## config.mk

```make
export PLATFORM = sky130hd
export DESIGN_NAME = writeback
export DESIGN_NICKNAME = d
export VERILOG_FILES = /design/src/rtl/common.sv /design/src/rtl/trap_redirect.sv /design/src/rtl/writeback.sv
export SDC_FILE = /design/constraint.sdc
export NUM_CORES = 1
export LEC_CHECK = 0
export ABC_AREA = 1
export BUFFER_PORTS_ARGS = -buffer_cell sky130_fd_sc_hd__buf_2
export CORE_AREA = 2 2 248 250
export DETAILED_ROUTE_END_ITERATION = 10
export DIE_AREA = 0 0 250 252
export GPL_TIMING_DRIVEN = 0
export PLACE_DENSITY = 0.49
export RECOVER_POWER = 25
export SLEW_MARGIN = 20
export SYNTH_ARGS = -nofsm -noshare
export SYNTH_HDL_FRONTEND = slang
export SYNTH_SLANG_ARGS = --single-unit
export TNS_END_PERCENT = 20
```

## constraint.sdc

```tcl
create_clock -name clk -period 10.79 [get_ports clk]
set_input_delay 0.5395 -clock clk [delete_from_list [all_inputs] [get_ports clk]]
set_output_delay 0.5395 -clock clk [all_outputs]
set_load 0.1 [all_outputs]
```

## src/rtl/common.sv

```systemverilog
// Shared writeback-stage types: pipeline register layouts, trap record, commit record,
// stage FSM encoding and the destination-register decode helper.
package common;

    typedef logic [63:0] word_t;

    localparam int TRAP_CODE_W = 6;

    typedef enum logic [2:0] {
        OP_NONE,
        OP_ALU,
        OP_LOAD,
        OP_STORE,
        OP_BRANCH,
        OP_JUMP,
        OP_CSR,
        OP_SYSTEM
    } op_e;

    typedef struct packed {
        logic                   trap_valid;
        logic                   is_exception;
        logic [TRAP_CODE_W-1:0] code;
    } trap_t;

    typedef struct packed {
        logic        valid;
        logic [31:0] inst;
        word_t       inst_pc;
        op_e         op;
        word_t       value;
        trap_t       trap;
        logic [11:0] csr;
        word_t       inst_counter;
        logic        difftest_skip;
    } mem_wb;

    typedef struct packed {
        logic       reg_write_enable;
        logic [4:0] reg_dest_addr;
        word_t      reg_write_data;
    } reg_writer;

    typedef struct packed {
        logic        valid;
        word_t       pc;
        logic [31:0] inst;
        logic        wen;
        logic [4:0]  wdest;
        word_t       wdata;
        logic        skip;
    } commit_t;

    typedef enum logic {
        RUN,
        REDIRECT
    } wb_state_e;

    function automatic logic is_write_reg(input op_e op);
        return (op == OP_ALU) || (op == OP_LOAD) || (op == OP_JUMP) || (op == OP_CSR);
    endfunction

endpackage

```

## src/rtl/trap_redirect.sv

```systemverilog
// RUN/REDIRECT control for the writeback stage: latches a trapping instruction's
// cause and PC and holds the redirect request until the consumer acknowledges it.
module trap_redirect
    import common::*;
(
    input  logic                   clk,
    input  logic                   rst,
    input  logic                   fire,
    input  trap_t                  trap,
    input  word_t                  trap_pc,
    input  logic                   ack,
    output logic                   redirect_valid,
    output logic [TRAP_CODE_W-1:0] redirect_code,
    output word_t                  redirect_pc,
    output logic                   redirect_exc,
    output logic                   ok
);

    wb_state_e state;
    wb_state_e state_next;
    logic      take_trap;

    assign take_trap = fire && trap.trap_valid && (state == RUN);

    always_ff @(posedge clk or posedge rst) begin
        if (rst) begin
            state <= RUN;
        end else begin
            state <= state_next;
        end
    end

    // An ack seen in RUN has nothing to release, so it is simply dropped.
    always_comb begin
        state_next = state;
        case (state)
            RUN:      if (take_trap) state_next = REDIRECT;
            REDIRECT: if (ack) state_next = RUN;
            default:  state_next = RUN;
        endcase
    end

    always_ff @(posedge clk or posedge rst) begin
        if (rst) begin
            redirect_code <= '0;
            redirect_pc   <= '0;
            redirect_exc  <= 1'b0;
        end else if (take_trap) begin
            redirect_code <= trap.code;
            redirect_pc   <= trap_pc;
            redirect_exc  <= trap.is_exception;
        end
    end

    assign redirect_valid = (state == REDIRECT);
    assign ok             = (state == RUN);

endmodule

```

## src/rtl/writeback.sv

```systemverilog
// Writeback stage: retires each mem_wb instruction once, drives the register-file
// write/forward port, counts retirements and raises trap redirects.
// Optional macro WB_DIFFTEST_EN builds the registered difftest commit record.
module writeback
    import common::*;
(
    input  logic                   clk,
    input  logic                   rst,
    input  logic                   enable,
    input  mem_wb                  mem_wb_state,
    output reg_writer              rf_write,
    output logic                   redirect_valid,
    output logic [TRAP_CODE_W-1:0] redirect_code,
    output word_t                  redirect_pc,
    output logic                   redirect_exc,
    input  logic                   redirect_ack,
    output logic [63:0]            instret,
    output commit_t                commit,
    output logic                   ok
);

    word_t       last_counter;
    logic [63:0] retired;
    logic        fire;
    logic        wen;
    logic [4:0]  rd;
    logic        unused_bits;

    assign rd = mem_wb_state.inst[11:7];

    // A counter equal to the last retired one is a stalled duplicate of that instruction.
    assign fire = !rst && enable && mem_wb_state.valid && ok &&
                  (mem_wb_state.inst_counter != last_counter);

    assign wen = fire && is_write_reg(mem_wb_state.op) &&
                 !mem_wb_state.trap.trap_valid && (rd != 5'd0);

    always_comb begin
        rf_write                  = '0;
        rf_write.reg_write_enable = wen;
        if (wen) begin
            rf_write.reg_dest_addr  = rd;
            rf_write.reg_write_data = mem_wb_state.value;
        end
    end

    always_ff @(posedge clk or posedge rst) begin
        if (rst) begin
            last_counter <= '1;
            retired      <= '0;
        end else if (fire) begin
            last_counter <= mem_wb_state.inst_counter;
            if (!mem_wb_state.trap.trap_valid) retired <= retired + 64'd1;
        end
    end

    assign instret = retired;

    trap_redirect u_trap_redirect (
        .clk            (clk),
        .rst            (rst),
        .fire           (fire),
        .trap           (mem_wb_state.trap),
        .trap_pc        (mem_wb_state.inst_pc),
        .ack            (redirect_ack),
        .redirect_valid (redirect_valid),
        .redirect_code  (redirect_code),
        .redirect_pc    (redirect_pc),
        .redirect_exc   (redirect_exc),
        .ok             (ok)
    );

`ifdef WB_DIFFTEST_EN
    commit_t commit_q;

    always_ff @(posedge clk or posedge rst) begin
        if (rst) begin
            commit_q <= '0;
        end else if (fire) begin
            commit_q.valid <= 1'b1;
            commit_q.pc    <= mem_wb_state.inst_pc;
            commit_q.inst  <= mem_wb_state.inst;
            commit_q.wen   <= wen;
            commit_q.wdest <= rf_write.reg_dest_addr;
            commit_q.wdata <= rf_write.reg_write_data;
            commit_q.skip  <= mem_wb_state.difftest_skip;
        end else begin
            commit_q <= '0;
        end
    end

    assign commit = commit_q;
`else
    assign commit = '0;
`endif

    assign unused_bits = ^{mem_wb_state.csr, mem_wb_state.difftest_skip,
                           mem_wb_state.inst[31:12], mem_wb_state.inst[6:0]};

endmodule
```

Word level (Yosys, flattened, before mapping):

Cells that the tools add are included.

* add/sub/neg operators: 1
* eq/ne operators: 5
* multiplexer cells: 4
* bitwise logic cells: 2
* reductions and logical operators: 16

Operators with widths (number)
* $mux W69: 1
* $add A64 B1 Y64 const B: 1
* $ne A64 B64 Y1: 1
* $logic_and A1 B1 Y1: 9
* $eq A3 B3 Y1 const B: 2
* $reduce_bool A5 Y1: 1
* $eq A3 B1 Y1 const B: 1
* $eq A3 B2 Y1 const B: 1
* $logic_or A1 B1 Y1: 3
* $logic_not A1 Y1: 2
* $mux W1: 2
* $not A1 Y1: 2
* $pmux W1 S2: 1
* $reduce_and A2 Y1: 1

* register bits: 200
* bits of input ports: 253
* output and inout port bits: 375
* word-level logic and storage cells: 34

Longest topological paths before layout:

Gate-level depths: netlist (run 1).

* word-level depth: 9
* mapped depth: 15

Modules after synthesis:

A second synthesis (run 1) with hierarchy kept.

* cells, all modules: 1818
* area, all modules: 12848.6 um2

Modules (own cells, without submodules)
* writeback: times used 1, cells an instance 1498, area an instance 9815.7 um2, sequential area each 3283.1 um2
* trap_redirect: times used 1, cells an instance 320, area an instance 3032.9 um2, sequential area each 1801.7 um2

Worst setup path before layout (run 1):

OpenSTA, ideal clock, no wires.

* kind: register -> output
* from: reg u_trap_redirect.state (netlist: u_trap_redirect.redirect_valid)
* to: out rf_write[60] (netlist bit)
* arrival time: 3.720 ns
* data required time: 10.251 ns
* setup slack: 6.530 ns
* stages on the path, launching flop included: 5
* path buffers: 1
* cell sequence: dfrtp_1 -> nor3_1 -> nand4_1 -> buf_2 -> nor3_1

RTL lines
* start: declaration: line trap_redirect.sv:19 `wb_state_e state;`
* start signal: assignment: line trap_redirect.sv:29 `state <= state_next;`
* end: declaration: line writeback.sv:11 `output reg_writer rf_write,`

==> results of run 1 <==
where the power goes:
group / internal [uW] / switching [uW]
registers: 927 / 129
clock network: 331 / 332
logic: 266 / 1320
total: 1520 / 1780
layout by cell type, fill, tap and decap left out, drive strengths merged, types with 2 or more instances in the layout:
cell	netlist	final
nand2	677	677
buf	201	619
inv	245	251
conb	1	168
dfrtp	136	136
nor2	136	136
o21ai	120	120
nor3	83	83
xor2	67	67
dfstp	64	64
clkbuf	24	45
nand3	27	27
nand4	18	18
xnor2	4	4
clkinvlp	0	3
diode	0	2
clkinv	0	2
worst paths after layout:
| path | startpoint | to | slack, ps | cells after the start |
|---|---|---|---|---|
| max | rst | u_trap_redirect.redirect_pc[6] | 4750 | 4 |
| min | redirect_ack | u_trap_redirect.redirect_valid | 210 | 2 |
| max reg2reg | last_counter[55] | instret[61] | 8230 | 13 |
| min reg2reg | u_trap_redirect.redirect_pc[6] | u_trap_redirect.redirect_pc[6] | 470 | 2 |
| max in group clk | rst | rf_write[5] | 6100 | 7 |
| min in group asynchronous | rst | u_trap_redirect.redirect_pc[49] | 680 | 3 |
layout make-up:
type	instances	area share [%]
well taps	782	5.80
clock buffers	19	2.62
inverters	245	5.46
flip-flops and latches	200	30.1
plain buffers	225	9.12
multi-input cells	1304	33.4
repair buffers	421	12.6
clock inverters	12	0.778
diodes	2	0.0297
cell families after synthesis:
family / Yosys count
fa+ha+maj: 1
other cells: 1
simple gates: 944
flops: 200
compound gates: 120
xor+xnor: 71
buf+inv: 470
stage by stage:
stage / std cells / hold WS, ps / setup WS [ps] / total power, uW / utilization [%]
6_report: 3210 / 212 / 4750 / 3300 / 28.1
5_1_grt: 3208 / 190 / 3580 / 3480 / 28.1
4_1_cts: 3208 / 167 / 6020 / 3350 / 28.1
3_5_place_dp: 3176 / 453 / 6570 / 2660 / 27.1
3_3_place_gp: 3174 / 450 / 1800 / 2650 / 27.0
2_1_floorplan: 1974 / 454 / 4900 / 2370 / -
worst max-delay path, stage by stage:
cell and delay, ps:
dlygate4sd3_1 530, clkbuf_1 120, clkinvlp_2 450, clkbuf_1 3690
registers in the layout, indices dropped and copies added (netlist names):
signal                          flops
instret                            64
last_counter                       64
u_trap_redirect.redirect_code       6
u_trap_redirect.redirect_exc        1
u_trap_redirect.redirect_pc        64
u_trap_redirect.redirect_valid      1
repair_timing:
item,in CTS,in global routing
hold buffers,1,0
setup endpoints to repair,0,0
endpoints found under the hold margin,4,0
metal layers:
metal / vias up / routed length, um / track usage [%]
met5: - / 29 / 0
met4: 4 / 1170 / 5.75
met3: 52 / 3320 / 3.79
met2: 418 / 21500 / 22.9
met1: 5371 / 20000 / 18.6
li1: 6328 / - / -
==> reports/summary.log, run 1 <==
[cells_and_area] area added between synthesis and finish 34.4%
[cells_and_area] footprint of the multi-input gates 5640 um^2
[cells_and_area] Final #Nets 2668
[clock_network] count of cells resized by post-cts repair 0
[timing] normalized max-slew margin -248%
[clock_network] root buf cell clkbuf_16
[setup_path] biggest fanout along the worst timing path 93
[status] violated checks capacitance limit, slew limit
[placed_design] dpl cell area 16300 um^2
[detailed_routing] detailed-route via count 12173
[yosys] area fraction of the dominant cell type after synthesis 27.1%
[yosys] dominant cells by area after synthesis dfrtp_1 (27%), nand2_1 (20%), dfstp_2 (13%), buf_4 (10%), inv_1 (7.3%)
[worst_hold_path] type of the most critical hold path in -> reg
[clock_network] clock insertion delay at the later pin of the skew report 500 ps
[timing] final setup violation count 0
[detailed_routing] length of the first detailed-routing pass in iterations 5
[yosys] most repeated cell in the gate-level netlist after synthesis nand2_1
[setup_path] critical path endpoint category async pin
[global_routing] global-route wire length before repair 68400 um
[detailed_routing] total wire length 46000 um
[global_routing] grt ovf 0
[timing] unrepaired setup endpoints after global routing no
[timing] Max Clock Skew 15.2 ps
[global_routing] vias in the first global route 11392
[clock_network] Num CTS Buffers 17
[yosys] Post-Synthesis Cells 1807
[yosys] post-synthesis mux area share 0%
[yosys] Cell Area, Synth 12600 um^2
[yosys] number of warnings printed during yosys synthesis 0
[floorplan] die boundary width 250 um
[floorplan] die area 63000 um^2
[yosys] Compound-Gate Fraction of Synth Area 4.78%
[yosys] fraction of synthesized cell area in xor and xnor cells 4.95%
[yosys] cell taking the most area after synthesis dfrtp_1
[yosys] number of flip-flops and latches in the synthesized netlist 200
[global_routing] GRT Util Overall 14.4%
[clock_network] CTS H-tree lvls 4
[floorplan] Core Box Area 60100 um^2
[setup_path] Crit Path Category in -> async
[yosys] combinational family with the most area after synthesis simple AND/OR/NAND/NOR gates
[timing] final-report hold violation count 0
[yosys] adder-cell share of the synthesized area 0.0996%
[placed_design] Placer Congestion 0.929
[clock_network] clock tree from TritonCTS built
[timing] max-slew violation count 94
[placed_design] number of port buffers 418
[detailed_routing] Wirelength per Cell 14.3 um
[timing] Final Critical Period 6040 ps
[clock_network] number of buffers on the longest clock path 2
[cells_and_area] fill cell instance count of the final layout 6809
[global_routing] initial antenna violation count 5
[global_routing] pin count of the biggest net entering global routing 94
[cells_and_area] post-route design area 16900 um^2
[timing] maximum operating frequency 166 MHz
[power] peak supply drop 163 uV
[floorplan] IO Count 628
[clock_network] buffers inserted during post-CTS setup optimization 0
[flow_run] Max-cap violations 1
[timing] total negative slack for setup checks 0 ps
[yosys] number of different library cells in the post-synthesis netlist 27
[power] power density over cell area 196 nW/um^2
[status] outcome complete, but fails checks
[placed_design] placed wire-length estimate after detailed placement 37800 um
[cells_and_area] layout cell share with drive strength beyond 1 29.8%
[setup_path] worst path required time 10150 ps
[yosys] basic-gate share of the synthesized area counting and, or, nand and nor cells 30.1%
[cells_and_area] footprint of the flip-flops and latches 5080 um^2
[floorplan] number of rows in the core area 90
[detailed_routing] number of vias per cell 3.79
[yosys] main flop type after synthesis dfrtp_1
[detailed_routing] Detailed Route Iter0 Violations 639
[yosys] part of the Yosys area used for sequential elements 40.5%
[timing] final clock period utilization by the worst path 56.0%
[yosys] mean instance size in the synthesized netlist 6.95 um^2
[setup_path] kind of start point of the critical path input pin
[yosys] number of enable flip-flop cells after synthesis 0
[clock_network] clock edge transition at the registers on the reported setup and hold paths 80 ps
[setup_path] endpoint arrival time on the critical path 5400 ps
[floorplan] starting density of the core 20.9%
[yosys] Async SR Flop Fraction 100%
[detailed_routing] remaining antenna violation count after routing 0
[power] Leak 0.00972 uW
[floorplan] overall die height 252 um
[timing] actual transition at the worst max-transition pin 5210 ps
[yosys] Post-synth top cells nand2_1 (673), inv_1 (243), buf_4 (170)
[clock_network] TritonCTS sink count 200
[detailed_routing] DRC errors left 0
No activity file was read; power rests on OpenSTA's default activity.
==> inputs of run 2 (changes only) <==
clock period = 5.56 ns   (was 10.79 ns; I/O delays follow)
==> run 2 against run 1 <==
Compared with the run above: the run still ends with capacitance limit, slew limit left; non-clock buffer count increased by 137; sequential share of layout area decreased by 2.2 points; die area did not move; design area rose by 7.8%; sequential power up 93%; worst hold slack worse by 140 ps; via count increased by 5.7%; critical path type is now in -> out.
==> reports/summary.log, run 2 (synthesized netlist as in run 1, its figures left out) <==
[placed_design] number of port buffers 418
[placed_design] Placer Congestion 0.948
[clock_network] CTS H-tree lvls 4
[power] portion of total power attributed to the clock network 19.1%
[detailed_routing] DRC errors left 0
[clock_network] clock insertion delay at the later pin of the skew report 500 ps
[placed_design] placed wire-length estimate after detailed placement 38600 um
[clock_network] clock tree from TritonCTS built
[timing] unrepaired setup endpoints after global routing no
[floorplan] die area 63000 um^2
[clock_network] root buf cell clkbuf_16
[clock_network] count of cells resized by post-cts repair 0
[detailed_routing] number of vias per cell 3.84
[detailed_routing] remaining antenna violation count after routing 0
[cells_and_area] fill cell instance count of the final layout 6726
[timing] final-report hold violation count 0
[power] sequential share of power 31.8%
[cells_and_area] Final #Nets 2805
[global_routing] initial antenna violation count 6
[floorplan] number of rows in the core area 90
[global_routing] vias in the first global route 12325
[status] violated checks capacitance limit, slew limit
[timing] Worst Slack Setup Final 1690 ps
[worst_hold_path] type of the most critical hold path in -> reg
[floorplan] starting density of the core 20.9%
[detailed_routing] length of the first detailed-routing pass in iterations 8
[flow_run] Max-cap violations 5
[cells_and_area] most frequent cells in the layout nand2_1 (673), buf_2 (444), inv_1 (242), buf_4 (170), conb_1 (168)
[power] Combinational Power Share 49.1%
[setup_path] highest cell delay on the worst timing path 600 ps
[timing] maximum operating frequency 258 MHz
[setup_path] kind of start point of the critical path input pin
[floorplan] Core Box Area 60100 um^2
[cells_and_area] layout cell share with drive strength beyond 1 28.2%
[floorplan] overall die height 252 um
[detailed_routing] Wirelength per Cell 14.2 um
[power] Power Internal 2970 uW
[power] peak supply drop 288 uV
[setup_path] critical path endpoint category output pin
[cells_and_area] area added between synthesis and finish 44.9%
[setup_path] worst path required time 5280 ps
[global_routing] pin count of the biggest net entering global routing 32
[timing] max-slew violation count 143
[timing] final setup violation count 0
[global_routing] GRT Util Overall 14.7%
[global_routing] grt ovf 0
[timing] Max Clock Skew 18.9 ps
[timing] final worst hold slack 67.6 ps
[setup_path] biggest fanout along the worst timing path 10
[clock_network] Num CTS Buffers 17
[clock_network] number of buffers on the longest clock path 2
[status] outcome complete, but fails checks
[timing] normalized max-slew margin -13.7%
[clock_network] clock edge transition at the registers on the reported setup and hold paths 70 ps
[setup_path] endpoint arrival time on the critical path 3600 ps
[detailed_routing] total wire length 47700 um
[power] Net Sw Power 3480 uW
[power] power density over cell area 354 nW/um^2
[power] Leak 0.0103 uW
[cells_and_area] most common library cell in the layout ignoring fill and taps nand2_1
[detailed_routing] Detailed Route Iter0 Violations 631
[setup_path] cell with the largest stage delay on the worst path nor3_1
[timing] total negative slack for setup checks 0 ps
[timing] final clock period utilization by the worst path 69.7%
[floorplan] IO Count 628
[setup_path] crit path cell chain dlygate4sd3_1 -> clkbuf_1 -> nor3_1 -> nand4_1 -> buf_2 -> nor3_1 -> buf_2
[clock_network] TritonCTS sink count 200
[setup_path] Crit Path Category in -> out
[floorplan] die boundary width 250 um
[power] Switching Fraction 54.0%
[global_routing] global-route wire length before repair 70800 um
[timing] actual transition at the worst max-transition pin 1710 ps
[timing] Final Critical Period 3870 ps
[detailed_routing] detailed-route via count 12866
[placed_design] Placement Setup Slack 2220 ps
## run 2: cell count changes in the layout (fill, tap and decap cells not counted), sizes merged
cell	delta
diode	+2
clkinvlp	-2
clkinv	+1
dlygate4sd3	+132
inv	+2
bufinv	-1
buf	+1
clkbuf	+5
## run 2: final cells by class
class	count	area (um^2)	share of cell area, %
Multi-Input combinational cell	1304	5640	31.0
Sequential cell	200	5080	27.9
Timing Repair Buffer	558	3480	19.1
Buffer	225	1540	8.46
Tap cell	782	978	5.38
Inverter	245	921	5.06
Clock buffer	20	437	2.40
Clock inverter	12	108	0.591
Antenna cell	4	10.0	0.0550
## run 2: path summary, 6_finish.rpt
check | startpoint | end | slack (ps) | depth (start not counted)
hold reg to reg | u_trap_redirect.redirect_pc[26] | u_trap_redirect.redirect_pc[26] | 470 | 2
setup / recovery | rst | rf_write[28] | 1690 | 7
hold / removal | mem_wb_state[30] | last_counter[29] | 70 | 3
setup reg to reg | instret[0] | instret[50] | 3010 | 14
min in group asynchronous | rst | u_trap_redirect.redirect_pc[56] | 310 | 3
max in group asynchronous | rst | u_trap_redirect.redirect_pc[22] | 2050 | 5
## run 2: metrics by stage
step                util, %  std cells  total power [uW]  cell area (um^2)
finish                 30.3       3350              6440             18200
global route           30.3       3350              6770             18200
CTS                    30.4       3346              6520             18300
detailed placement     27.3       3181              5170             16400
global placement       27.0       3174              5150             16300
floorplan                 -       1974              4600             13200
## run 2: layer usage
layer  wire [um]  GRT usage [%]  vias up
li1            -              -     6613
met1       20400           18.1     5727
met2       22100           23.8      453
met3        3690           4.52       69
met4        1440           6.33        4
met5          23              0        -
## run 2: what timing repair did
| action | CTS | global route |
|---|---|---|
| setup buffers | 0 | 0 |
| hold endpoints to repair | 174 | 0 |
| hold buffers | 133 | 0 |
## run 2: critical path: cells and delay by family
kind	cells	cell delay, ps
buffers and inverters	4	1590
and+or+nand+nor	3	1710
## run 2: power groups by stage
stage | sequential [uW] | combinational (uW) | clock (uW)
2_1_floorplan | 3420 | 1180 | 0
3_3_place_gp | 2070 | 3080 | 0
3_5_place_dp | 2060 | 3100 | 0
4_1_cts | 2050 | 3180 | 1300
5_1_grt | 2090 | 3340 | 1330
6_report | 2050 | 3170 | 1230
